**config.mk**
```make
export PLATFORM = sky130hd
export DESIGN_NAME = bit_scan_enc
export DESIGN_NICKNAME = d
export VERILOG_FILES = /design/src/rtl/bit_scan_pkg.sv /design/src/rtl/lsb_enc_32.sv /design/src/rtl/bit_scan_enc.sv
export SDC_FILE = /design/constraint.sdc
export NUM_CORES = 1
export LEC_CHECK = 0
export CAP_MARGIN = 20
export CORE_MARGIN = 2
export CORE_UTILIZATION = 33
export DETAILED_ROUTE_END_ITERATION = 8
export SYNTH_ARGS = -nofsm -noshare
export SYNTH_HDL_FRONTEND = slang
export SYNTH_HIERARCHICAL = 1
export SYNTH_SLANG_ARGS = --single-unit
```
**constraint.sdc**
```tcl
create_clock -name clk -period 3.15 [get_ports clk]
set_clock_uncertainty 0.05 [all_clocks]
set_input_delay 0.315 -clock clk [delete_from_list [all_inputs] [get_ports clk]]
set_output_delay 0.315 -clock clk [all_outputs]
set_load 0.05 [all_outputs]
```
**src/rtl/bit_scan_pkg.sv**
```systemverilog
// Shared constants, state type and helpers for the bit-scan encoder.
// Imported by lsb_enc_32 and bit_scan_enc.
package bit_scan_pkg;

  localparam int W  = 32;
  localparam int IW = 5;

  typedef enum logic {
    IDLE = 1'b0,
    EMIT = 1'b1
  } state_t;

  // True when vec has zero or one bit set.
  function automatic logic onehot_or_zero(
    input logic [W-1:0] vec
  );
    return (vec & (vec - W'(1))) == '0;
  endfunction

endpackage

```
**src/rtl/lsb_enc_32.sv**
```systemverilog
// Combinational lowest-set-bit encoder.
// Ports: vec in; idx = position of lowest 1 (0 if none), any = |vec.
module lsb_enc_32
  import bit_scan_pkg::*;
(
  input  logic [W-1:0]  vec,
  output logic [IW-1:0] idx,
  output logic          any
);

  // Scan from the top down so the lowest set bit is written last.
  always_comb begin
    idx = '0;
    for (int i = W - 1; i >= 0; i--) begin
      if (vec[i]) idx = i[IW-1:0];
    end
  end

  assign any = |vec;

endmodule

```
**src/rtl/bit_scan_enc.sv**
```systemverilog
// Sequential 32-to-5 encoder: one index per beat, lowest set bit first.
// Ports: clk, rst_n, en; in_valid/in_ready/in_vec; out_* beat outputs.
module bit_scan_enc
  import bit_scan_pkg::*;
(
  input  logic          clk,
  input  logic          rst_n,
  input  logic          en,
  input  logic          in_valid,
  output logic          in_ready,
  input  logic [W-1:0]  in_vec,
  output logic          out_valid,
  input  logic          out_ready,
  output logic [IW-1:0] out_idx,
  output logic          out_last,
  output logic          out_none,
  output logic [IW-1:0] out_seq
);

  state_t         state, state_n;
  logic [W-1:0]   pend, pend_n;
  logic           zero_flag, zero_n;
  logic [IW-1:0]  seq, seq_n;

  logic [IW-1:0]  lsb_idx;
  logic           lsb_any;
  logic           emit;
  logic           accept;
  logic           xfer;

  lsb_enc_32 u_lsb (
    .vec (pend),
    .idx (lsb_idx),
    .any (lsb_any)
  );

  // Outputs are forced low while reset is held.
  assign emit = rst_n && (state == EMIT);

  assign out_valid = emit && en;
  assign out_last  = emit && onehot_or_zero(pend);
  assign out_none  = emit && zero_flag;
  assign out_idx   = (emit && lsb_any) ? lsb_idx : '0;
  assign out_seq   = emit ? seq : '0;

  // In EMIT, a new vector may slot in behind the final beat.
  always_comb begin
    in_ready = 1'b0;
    if (rst_n && en) begin
      if (state == IDLE) in_ready = 1'b1;
      else               in_ready = out_ready && out_last;
    end
  end

  assign accept = en && in_valid && in_ready;
  assign xfer   = en && out_valid && out_ready;

  always_comb begin
    state_n = state;
    pend_n  = pend;
    zero_n  = zero_flag;
    seq_n   = seq;
    if (xfer && !out_last) begin
      pend_n = pend & ~(W'(1) << out_idx);
      seq_n  = seq + IW'(1);
    end else if (accept) begin
      state_n = EMIT;
      pend_n  = in_vec;
      zero_n  = (in_vec == '0);
      seq_n   = '0;
    end else if (xfer) begin
      state_n = IDLE;
      pend_n  = '0;
      zero_n  = 1'b0;
      seq_n   = '0;
    end
  end

  always_ff @(posedge clk) begin
    if (!rst_n) begin
      state     <= IDLE;
      pend      <= '0;
      zero_flag <= 1'b0;
      seq       <= '0;
    end else begin
      state     <= state_n;
      pend      <= pend_n;
      zero_flag <= zero_n;
      seq       <= seq_n;
    end
  end

endmodule

```
; ---- Word-level counts from Yosys, hierarchy flattened
; Cells that the tools add are included.
[classes]
n_reduce_logical = 19
add_sub_neg = 2
mux = 45
shift = 1
n_bitwise = 4
[ops]
columns = cell, count
row1 = 5-bit 2-to-1 mux, 37
row2 = 32-bit 2-to-1 mux, 3
row3 = 32-bit AND, 2
row4 = 32-bit logical NOT, 2
row5 = 32-bit inverter, 1
row6 = 32-bit OR reduction, 1
row7 = 1-bit by 5-bit left shift with 32-bit output (first input constant), 1
row8 = 32-bit by 1-bit subtractor with 32-bit output (second input constant), 1
row9 = 1-bit logical AND, 12
row10 = 5-bit by 1-bit adder with 5-bit output (second input constant), 1
row11 = 1-bit 2-to-1 mux, 5
row12 = 3-bit nonzero test, 1
row13 = 2-bit AND reduction, 1
row14 = 2-bit nonzero test, 1
row15 = 1-bit logical NOT, 1
row16 = 1-bit inverter, 1
[word_totals]
in_bits = 37
reg_bits = 39
out_inout_bits = 14
wordCells = 75

; ---- Depth between registers and ports, before layout
; Gate-level depths: netlist of run 1.
[logic_depth]
depth_word = 37
mapped_depth = 11
ltp_nobuf = 10

; ---- By module
; Netlist of run 1, hierarchy kept.
[by_module_without_submodules]
columns = module, seq_area_each_um2, cells_each, instances, area_each_um2
row1 = bit_scan_enc, 780.7, 253, 1, 2209.6
row2 = lsb_enc_32, 0.0, 65, 1, 385.4

; ---- Worst setup path before layout of run 1
; Ideal clock, no wire load.
[synth_path]
kind = flip-flop to output port
from = reg pend[16]
to = out in_ready
required_ns = 2.785
n_path_buf = 0
path_slack_ns = -0.972
t_arrival_ns = 3.757
stages_incl_launch_ff = 9
cell_sequence = dfxtp_1 -> or4_1 -> or3_1 -> or3_1 -> o22a_1 -> or3_4 -> nor4_4 -> nand2_1 -> a21oi_1
[synth_via]
elab_chain_len = 7
[synth_lines]
columns = element, line_no
row1 = from (decl), bit_scan_enc.sv:21  ; logic [W-1:0] pend, pend_n;
row2 = from (signal assigned), bit_scan_enc.sv:87  ; pend <= pend_n;
row3 = 32-bit by 1-bit subtractor with 32-bit output, bit_scan_pkg.sv:17  ; return (vec & (vec - W'(1))) == '0;
row4 = 32-bit AND *, bit_scan_pkg.sv:17
row5 = 32-bit logical NOT *, bit_scan_pkg.sv:17
row6 = 1-bit logical AND *, bit_scan_enc.sv:41  ; assign out_last = emit && onehot_or_zero(pend);
row7 = via out_last, bit_scan_enc.sv:15  ; output logic out_last,
row8 = 1-bit logical AND *, bit_scan_enc.sv:51  ; else in_ready = out_ready && out_last;
row9 = 1-bit 2-to-1 mux *, bit_scan_enc.sv:50  ; if (state == IDLE) in_ready = 1'b1;
row10 = 1-bit 2-to-1 mux *, bit_scan_enc.sv:49  ; if (rst_n && en) begin
row11 = to (decl), bit_scan_enc.sv:10  ; output logic in_ready,
; The timed path passes the listed nets; every way through them passes the cells marked *.

; ---- Final worst setup path of run 1
[layout_path]
from = reg pend[16]
to = out in_ready
[layout_via]
elab_chain_len = 7
[layout_lines]
columns = element, line_no
row1 = 32-bit by 1-bit subtractor with 32-bit output, bit_scan_pkg.sv:17
row2 = 32-bit AND *, bit_scan_pkg.sv:17
row3 = 32-bit logical NOT *, bit_scan_pkg.sv:17
row4 = 1-bit logical AND *, bit_scan_enc.sv:41
row5 = 1-bit logical AND *, bit_scan_enc.sv:51
row6 = 1-bit 2-to-1 mux *, bit_scan_enc.sv:50
row7 = 1-bit 2-to-1 mux *, bit_scan_enc.sv:49
; Mark *: on every way between the ends. The rest lies on a longest branch, timed or not.

==> out/metrics.cfg, run 1 <==
[route]
drt-initial-drc-count = 239
vias = 3054
firstDrtPassIters = 5
post_drt_wl_per_cell_um = 19.1
drc_errors = 0
viasPerCell = 6.04
routed_wl_um = 9650
antenna_left = 0

[cts]
clk_pin_slew_ns = 0.08
cts_sinks = 39
cts_hold_buf = 0
cts_tree = done
clockBufferDepth = 2
cts_buffers = 5
htree_levels = 2
clk_latency_ns = 0.29
clockRootBuffer = clkbuf_8

[global_routing]
track_usage = 0.210
grt_start_max_net_pins = 20
grt-ovfl-total = 0
antenna_found_initial = 0
grt_pass1_vias = 2786
grt_pass1_wl_um = 14200

[pwr]
p_leak_nw = 1.47
seq_power_share = 0.373
p_int_mw = 0.952
combPwrFrac = 0.393
p_sw_mw = 0.501
p_per_area_nw_per_um2 = 364
swShare = 0.345
ir_drop_mv = 0.163
power.share.clock = 0.234
power_mw = 1.45

[logic_synthesis]
avgSynthCellArea_sq_um = 8.16
synth-xor-area-share = 0.00675
yosysWarnings = 6
synthFlopType = dfxtp_1
synthDistinctLibCells = 50
synth-edff-count = 0
yosysSeqAreaShare = 0.301
synthSimpleGateAreaFrac = 0.290
synth.top_cell.area_share = 0.301
synth_top_family_by_area = compound AO/OA/AOI/OAI gates
syn-cell-area_sq_um = 2590
synth_mux_area_frac = 0.00434
synth-seq-cells = 39
syn-num-nets = 356
syn-instance-count = 318
synth-adder-area-share = 0.0125
netlist_top_cells_area = dfxtp_1 30%, o2bb2ai_1 11%, o21ai_0 5.8%
synth_top_area_cell = dfxtp_1
async_reset_ff_frac = 0
synth-compound-area-share = 0.328

[placement]
placed_cell_area_sq_um = 3450
pre_cts_slack_ns = -0.0432
port_buffers = 50
gp_congestion = 0.863
dpl.cell_count = 493
hpwl_um = 6880

[worst_setup_path]
start_kind = register
reg2regPathDepth = 10
critPathKind = reg2out
path_cells = or4_4 -> or3_4 -> or3_4 -> o22a_1 -> or3_4 -> nor4_4 -> nand2_1 -> a21oi_2 -> buf_12
critical_path.max_fanout = 3
crit_buf_inv = 1
path_delay_family = simple AND/OR/NAND/NOR gates
cp.depth = 9
crit_top_cell = or3_4
critPathMaxStageDelay_ns = 0.53
cpMaxStageDelayCell = or4_4
cp.required_ns = 2.78
end_kind = primary output
critical_path_arrival_ns = 3.13

[cells_and_area]
syn_to_final_growth_pct = 53.6
fillCellCount = 739
nets = 442
final_core_util = 0.519
fin_area_sq_um = 3990
layout_common_cells = 43 x clkdlybuf4s50_1, 38 x dfxtp_1, 36 x buf_4
antenna_cells = 0
final_cells = 506
final_common_cell = clkdlybuf4s50_1
drive_gt1_frac = 0.285

[floorplan]
die_area_sq_um = 8590
die_w_um = 92.7
io_pins = 51
rows = 32
core_region_area_sq_um = 7690
fp.dieH_um = 92.7
start_util = 0.338

[timing]
rsz0062_at_grt = true
slew_viol_final = 0
setup_viol = 35
max_freq_ghz = 0.286
slew_headroom = 0.624
period_share = 1.11
fin_worst_hold_slack_ns = 0.414
worst_slew_pin_slew_ns = 0.558
setup_tns_ns = -3.03
finalCriticalPeriod_ns = 3.49
layout_setup_ws_ns = -0.342
finalHoldViolCount = 0

[hold_path]
holdPathStages = 2
worst_hold_path_type = reg2reg

[outcome]
failed_checks = setup timing
outcome = finished with violations

[job]
maxCapViolations = 0

## worst min-delay path, cell delays in order (launching register included)
cell and delay (ns):
dfxtp_1 0.32, inv_1 0.06, o2bb2ai_2 0.05
## state kept, by name, summed over array words and instances (netlist names)
name	count
pend	32
seq	5
state	1
zero_flag	1
## routing by layer
layer  vias to the layer above  share of wire  wire (um)  global-route usage
li1                       1445              -          -                   -
met1                      1490           0.43       4170               0.281
met2                       105           0.49       4730               0.344
met3                        14          0.063        608              0.0407
met4                         0          0.015        141              0.0637
met5                         -              0          0                   0
## final timing paths
path                            startpoint         to  slack (ns)
worst max-delay path              pend[16]   in_ready       -0.34
worst min-delay path             zero_flag  zero_flag        0.41
worst max register to register    pend[16]    pend[2]       -0.12
worst min register to register   zero_flag  zero_flag        0.41
## layout make-up
class / instances / area, sq um / share of cell area
clock buffer: 6 / 82.6 / 0.0207
clock inverter: 1 / 5.00 / 0.00126
inverter: 11 / 41.3 / 0.0104
multi-input combinational: 254 / 1990 / 0.498
sequential: 39 / 782 / 0.196
tap: 102 / 128 / 0.0320
timing repair buffer: 93 / 962 / 0.241
## what timing repair did
action,in CTS,in global routing
endpoints found under the setup margin,38,39
cloned,0,4
gates resized for setup,5,52
pin swaps,0,3
buffers inserted,2,1
## cell usage after synthesis, drive strengths merged (9+ instances only)
library cell and instances:
dfxtp 39, o31ai 11, o2bb2ai 33, or4 9, inv 11, nor2 20
nor4 18, o21ai 31, nand2 22, nor3 13, and3 9, nand3 9
## power groups by stage
| stage | Sequential (mW) | Clock [mW] | Combinational, mW |
|---|---|---|---|
| 2_1_floorplan | 0.562 | 0 | 0.287 |
| 3_3_place_gp | 0.552 | 0 | 0.486 |
| 3_5_place_dp | 0.552 | 0 | 0.488 |
| 4_1_cts | 0.541 | 0.345 | 0.497 |
| 5_1_grt | 0.545 | 0.363 | 0.615 |
| 6_report | 0.542 | 0.339 | 0.571 |
## cells by family after synthesis
logic type,after synthesis
AO/OA/AOI/OAI,116
XOR/XNOR,2
adder cells (fa/ha/maj),3
buffers and inverters,25
flip-flops,39
multiplexers,1
AND/OR/NAND/NOR,132
No activity file was read; power rests on OpenSTA's default activity.
==> run 2, diff against run 1 <==
- SYNTH_HIERARCHICAL: 1 -> default
==> out/metrics.cfg, run 2 <==
[timing]
finalCriticalPeriod_ns = 3.36  ; -0.130 ns
fin_worst_hold_slack_ns = 0.451  ; +0.0373 ns
finalHoldViolCount = 0  ; unchanged
slew_headroom = 0.502  ; -0.122
setup_tns_ns = -0.213  ; +2.82 ns
layout_setup_ws_ns = -0.213  ; +0.130 ns
max_freq_ghz = 0.297  ; +3.9%
slew_viol_final = 0  ; unchanged
period_share = 1.07  ; -0.0411
rsz0062_at_grt = true
setup_viol = 1  ; -97%
worst_slew_pin_slew_ns = 0.744  ; +0.186 ns

[pwr]
p_leak_nw = 1.59  ; +8.1%
power_mw = 1.49  ; +2.6%
ir_drop_mv = 0.148  ; -8.8%
p_per_area_nw_per_um2 = 366  ; +0.48%

[worst_setup_path]
start_kind = register
critical_path.max_fanout = 9  ; +6
critical_path_arrival_ns = 3.00  ; -0.13 ns
cp.required_ns = 2.78  ; about the same
end_kind = primary output
crit_top_cell = or4_4
cpMaxStageDelayCell = or4_4
critPathKind = reg2out
path_cells = buf_6 -> or4_4 -> or4_4 -> o22ai_4 -> nand4_1 -> nor4_4 -> buf_4 -> nand3_1 -> a21oi_2 -> buf_12
critPathMaxStageDelay_ns = 0.51  ; -0.02 ns
crit_buf_inv = 3  ; +2
path_delay_family = simple AND/OR/NAND/NOR gates

[hold_path]
worst_hold_path_type = reg2reg

[logic_synthesis]
synth_top_family_by_area = compound AO/OA/AOI/OAI gates
synthFlopType = dfxtp_1
async_reset_ff_frac = 0  ; unchanged
synth_mux_area_frac = 0.00353  ; -0.000812
synth-xor-area-share = 0.00309  ; -0.00366
synthSimpleGateAreaFrac = 0.320  ; +0.0294
syn-instance-count = 384  ; +21%
synthTopCellsByCount = 39 x dfxtp_1, 38 x nand2_1, 37 x nor2_1
synth_top_area_cell = dfxtp_1
synthDistinctLibCells = 55  ; +10%
synth.most_common_cell = dfxtp_1
synth.top_cell.area_share = 0.275  ; -0.0257
yosysSeqAreaShare = 0.275  ; -0.0257
netlist_top_cells_area = dfxtp_1 28%, nand2_1 5.0%, o21ai_0 4.9%
synth-seq-cells = 39  ; unchanged
yosysWarnings = 0  ; -6
syn-num-nets = 422  ; +19%
synth-compound-area-share = 0.329  ; +0.000573
synth-edff-count = 0  ; unchanged
synth-adder-area-share = 0.00441  ; -0.00813
syn-cell-area_sq_um = 2840  ; +9.4%
avgSynthCellArea_sq_um = 7.39  ; -9.4%

[global_routing]
antenna_found_initial = 0  ; unchanged
grt_start_max_net_pins = 24  ; +20%
grt-ovfl-total = 0  ; unchanged
grt_pass1_vias = 3227  ; +16%
track_usage = 0.226  ; +0.0154
grt_pass1_wl_um = 17300  ; +22%

[floorplan]
io_pins = 51  ; unchanged
die_area_sq_um = 9360  ; +8.9%
start_util = 0.344  ; +0.00607
rows = 33  ; +3.1%
die_w_um = 96.7  ; +4.4%
fp.dieH_um = 96.7  ; +4.4%
core_region_area_sq_um = 8260  ; +7.4%

[cts]
htree_levels = 2  ; unchanged
clockRootBuffer = clkbuf_8
clk_latency_ns = 0.30  ; about the same
clk_pin_slew_ns = 0.08  ; about the same
clockBufferDepth = 2  ; unchanged
cts_tree = done
cts_buffers = 5  ; unchanged
cts_sinks = 39  ; unchanged

[cells_and_area]
antenna_cells = 0  ; unchanged
top_regs = pend (32), seq (5)
largest_reg_flops = 32  ; unchanged
drive_gt1_frac = 0.223  ; -0.0617
final_cells = 576  ; +14%
regMostFlops = pend
nets = 508  ; +15%
syn_to_final_growth_pct = 43.4
layout_common_cells = 54 x buf_4, 43 x clkdlybuf4s50_1, 38 x nand2_1
final_core_util = 0.493  ; -0.0258
final_common_cell = buf_4

[route]
vias = 3540  ; +16%
drc_errors = 0  ; unchanged
antenna_left = 0  ; unchanged
drt-initial-drc-count = 471  ; +97%
routed_wl_um = 11100  ; +15%
viasPerCell = 6.15  ; +1.8%
firstDrtPassIters = 5  ; unchanged
post_drt_wl_per_cell_um = 19.3  ; +1.3%

[outcome]
failed_checks = setup timing
outcome = finished with violations

[placement]
hpwl_um = 8160  ; +19%
dpl.cell_count = 554  ; +12%
gp_congestion = 0.950  ; +10%
port_buffers = 50  ; unchanged

[job]
maxCapViolations = 0  ; unchanged

run 2: changes by cell type after synthesis, sizes merged, moves of 6 or more:
cell     delta
o22ai       +7
or3         -6
o2bb2ai    -33
clkbuf     +14
or4         -7
a21oi      +13
nand2      +16
nand2b      +6
nor2       +17
a32o       +12
o221ai      +9
run 2: worst paths after layout:
check | startpoint | end | slack [ns] | cells after the start
worst max register to register | pend[9] | pend[10] | 0.01 | 11
worst min register to register | zero_flag | zero_flag | 0.45 | 1
worst min-delay path | zero_flag | zero_flag | 0.45 | 1
worst max-delay path | pend[9] | in_ready | -0.21 | 10
run 2: what timing repair did:
| action | in CTS | in global routing |
|---|---|---|
| gates cloned | 0 | 3 |
| buffers inserted | 1 | 10 |
| setup endpoints to repair | 1 | 28 |
| pin swaps | 1 | 18 |
| hold buffers | 0 | 0 |
| resized for setup | 10 | 32 |
run 2: stage by stage:
step / setup WS [ns] / cell area (sq um)
4_1_cts: -0.122 / 3840
3_5_place_dp: 0.141 / 3710
5_1_grt: -0.340 / 4070
6_report: -0.213 / 4070
2_1_floorplan: 0.0469 / 2850
3_3_place_gp: 0.146 / 3710
run 2: kinds of logic after synthesis:
| group | after synthesis |
|---|---|
| adder cells (fa/ha/maj) | 1 |
| flip-flops | 39 |
| AND/OR/NAND/NOR | 169 |
| XOR/XNOR | 1 |
| AO/OA/AOI/OAI | 131 |
| multiplexers | 1 |
| buffers and inverters | 42 |
run 2: cell type report:
class                   count  area [sq um]
multi-input cells         303          2010
inverters                  12          45.0
well taps                 105           131
fillers                   826          4190
clock inverters             1          5.00
clock buffers               7          76.3
repair buffers            109          1020
flip-flops and latches     39           785
run 2: power by group:
| group | internal, mW | total, mW | switching, mW | leakage, nW |
|---|---|---|---|---|
| registers | 0.517 | 0.556 | 0.0382 | 0.319 |
| clock network | 0.156 | 0.339 | 0.183 | 0.0422 |
| logic | 0.271 | 0.595 | 0.324 | 1.22 |
| total | 0.944 | 1.49 | 0.546 | 1.59 |
run 2: per-layer routing:
metal,vias up,GRT usage,share of wire
li1,1650,-,-
met1,1661,0.310,0.43
met2,204,0.368,0.47
met3,25,0.0340,0.082
met4,0,0.0661,0.021
met5,-,0,0
==> run 3, diff against run 2 <==
- DONT_BUFFER_PORTS: default -> 1
==> out/metrics.cfg, run 3 (same netlist as run 2, synthesis figures left out) <==
[placement]
gp_congestion = 0.982  ; +3.4%
hpwl_um = 8030  ; -1.7%
port_buffers = 0  ; -100%

[timing]
slew_viol_final = 0  ; unchanged
finalCriticalPeriod_ns = 3.40  ; +0.0377 ns
slew_headroom = 0.631  ; +0.129
setup_viol = 1  ; unchanged
finalHoldViolCount = 0  ; unchanged
layout_setup_ws_ns = -0.250  ; -0.0377 ns
rsz0062_at_grt = true
max_freq_ghz = 0.294  ; -1.1%
period_share = 1.08  ; +0.0120
worst_slew_pin_slew_ns = 0.548  ; -0.195 ns
fin_worst_hold_slack_ns = 0.0886  ; -0.363 ns

[global_routing]
track_usage = 0.217  ; -0.00905
grt-ovfl-total = 0  ; unchanged
grt_pass1_wl_um = 16500  ; -4.7%
grt_pass1_vias = 3099  ; -4.0%
grt_start_max_net_pins = 24  ; unchanged
antenna_found_initial = 0  ; unchanged

[worst_setup_path]
critical_path.max_fanout = 3  ; -6
crit-reg2reg-launch = pend[8]
reg2regPathDepth = 11  ; unchanged
critical_path_arrival_ns = 3.04  ; +0.04 ns
cp.required_ns = 2.78  ; about the same
cp-startpoint = pend[8]
start_kind = register
endpoint = in_ready
end_kind = primary output
critPathKind = reg2out
timing.rr.end = pend[21]
reg2reg_slack_ns = 0.02  ; about the same

[pwr]
combPwrFrac = 0.341  ; -0.059
p_leak_nw = 1.32  ; -17%
swShare = 0.346  ; -0.0204
p_int_mw = 0.955  ; +1.2%
ir_drop_mv = 0.231  ; +56%
p_sw_mw = 0.505  ; -7.4%
p_per_area_nw_per_um2 = 424  ; +16%
seq_power_share = 0.380  ; +0.007
power.share.clock = 0.279  ; +0.052
power_mw = 1.46  ; -1.9%

[cts]
htree_levels = 2  ; unchanged
clockRootBuffer = clkbuf_8
clk_pin_slew_ns = 0.08  ; about the same
cts_tree = done
cts_sinks = 39  ; unchanged
clockBufferDepth = 2  ; unchanged
clk_latency_ns = 0.30  ; about the same
cts_buffers = 5  ; unchanged
cts_hold_buf = 0  ; unchanged

[outcome]
failed_checks = setup timing
outcome = finished with violations

[cells_and_area]
top_regs = pend (32), seq (5)
final_core_util = 0.417  ; -0.0759
regMostFlops = pend
drive_gt1_frac = 0.210  ; -0.0132
fillCellCount = 879  ; +6.4%
antenna_cells = 0  ; unchanged
syn_to_final_growth_pct = 21.3
nets = 448  ; -12%
final_common_cell = buf_4
largest_reg_flops = 32  ; unchanged
layout_common_cells = 44 x buf_4, 38 x nand2_1, 37 x nor2_1

[floorplan]
die_w_um = 96.7  ; unchanged
fp.dieH_um = 96.7  ; unchanged
rows = 33  ; unchanged
io_pins = 51  ; unchanged
start_util = 0.344  ; unchanged
die_area_sq_um = 9360  ; unchanged
core_region_area_sq_um = 8260  ; unchanged

[route]
drt-initial-drc-count = 485  ; +3.0%
routed_wl_um = 10600  ; -4.5%
drc_errors = 0  ; unchanged
viasPerCell = 6.42  ; +4.5%
vias = 3306  ; -6.6%
firstDrtPassIters = 5  ; unchanged
post_drt_wl_per_cell_um = 20.6  ; +6.8%
antenna_left = 0  ; unchanged

[job]
maxCapViolations = 0  ; unchanged

[hold_path]
worst_hold_path_type = in2reg

## run 3: changes by cell type in the layout (fill, tap and decap cells not counted), sizes merged
cell	previous run	this run
clkbuf	8	6
bufinv	0	1
buf	65	49
clkinv	1	0
clkdlybuf4s50	43	0
## run 3: per-layer routing
metal,GRT usage,vias up,share of wire
met5,0,-,0
met4,0.0661,0,0.026
met3,0.0354,24,0.081
met2,0.365,161,0.47
met1,0.284,1588,0.42
li1,-,1533,-
## run 3: worst min path at each step
| stage | startpoint | end | slack [ns] | depth (start not counted) |
|---|---|---|---|---|
| finish | in_vec[26] | pend[26] | 0.09 | 1 |
| global route | in_vec[7] | pend[7] | 0.09 | 1 |
| CTS | in_vec[26] | pend[26] | 0.09 | 1 |
| detailed placement | in_vec[6] | pend[6] | 0.39 | 1 |
| global placement | in_vec[9] | pend[9] | 0.39 | 1 |
| floorplan | in_vec[10] | pend[10] | 0.39 | 1 |
## run 3: cell type report
| cell class | instances | area, sq um | share of cell area |
|---|---|---|---|
| Timing Repair Buffer | 49 | 404 | 0.117 |
| Multi-Input combinational cell | 303 | 1970 | 0.573 |
| Inverter | 12 | 45.0 | 0.0131 |
| Clock inverter | 1 | 30.0 | 0.00872 |
| Clock buffer | 6 | 72.6 | 0.0211 |
| Tap cell | 105 | 131 | 0.0382 |
| Sequential cell | 39 | 786 | 0.228 |
## run 3: through the flow
stage	cells	cell area, sq um	setup TNS (ns)	worst slack [ns]
floorplan	384	2850	0	0.0469
global placement	503	3200	0	0.101
detailed placement	503	3200	-0.0170	-0.0128
CTS	512	3360	-0.0428	-0.0428
global route	515	3440	-1.14	-0.310
finish	515	3440	-0.250	-0.250
## run 3: worst max-delay path, stage by stage (launching register included)
cell and delay, ns:
dfxtp_2 0.34, or4_4 0.53, or4_4 0.45, o22ai_4 0.15
nand4_1 0.19, nor4_4 0.46, buf_4 0.19, nand3_1 0.09
a21oi_2 0.19, buf_12 0.16
## run 3: timing repair
action                     CTS  global route
resized for setup            7            27
pin swaps                    1             5
setup endpoints to repair   22            20
setup buffers                2             1
cloned                       0             1
## run 3: power by group through the flow
stage	combinational, mW	clock (mW)	sequential, mW
global route	0.539	0.430	0.558
finish	0.499	0.408	0.554
CTS	0.465	0.412	0.551
global placement	0.442	0	0.559
detailed placement	0.442	0	0.560
floorplan	0.310	0	0.546
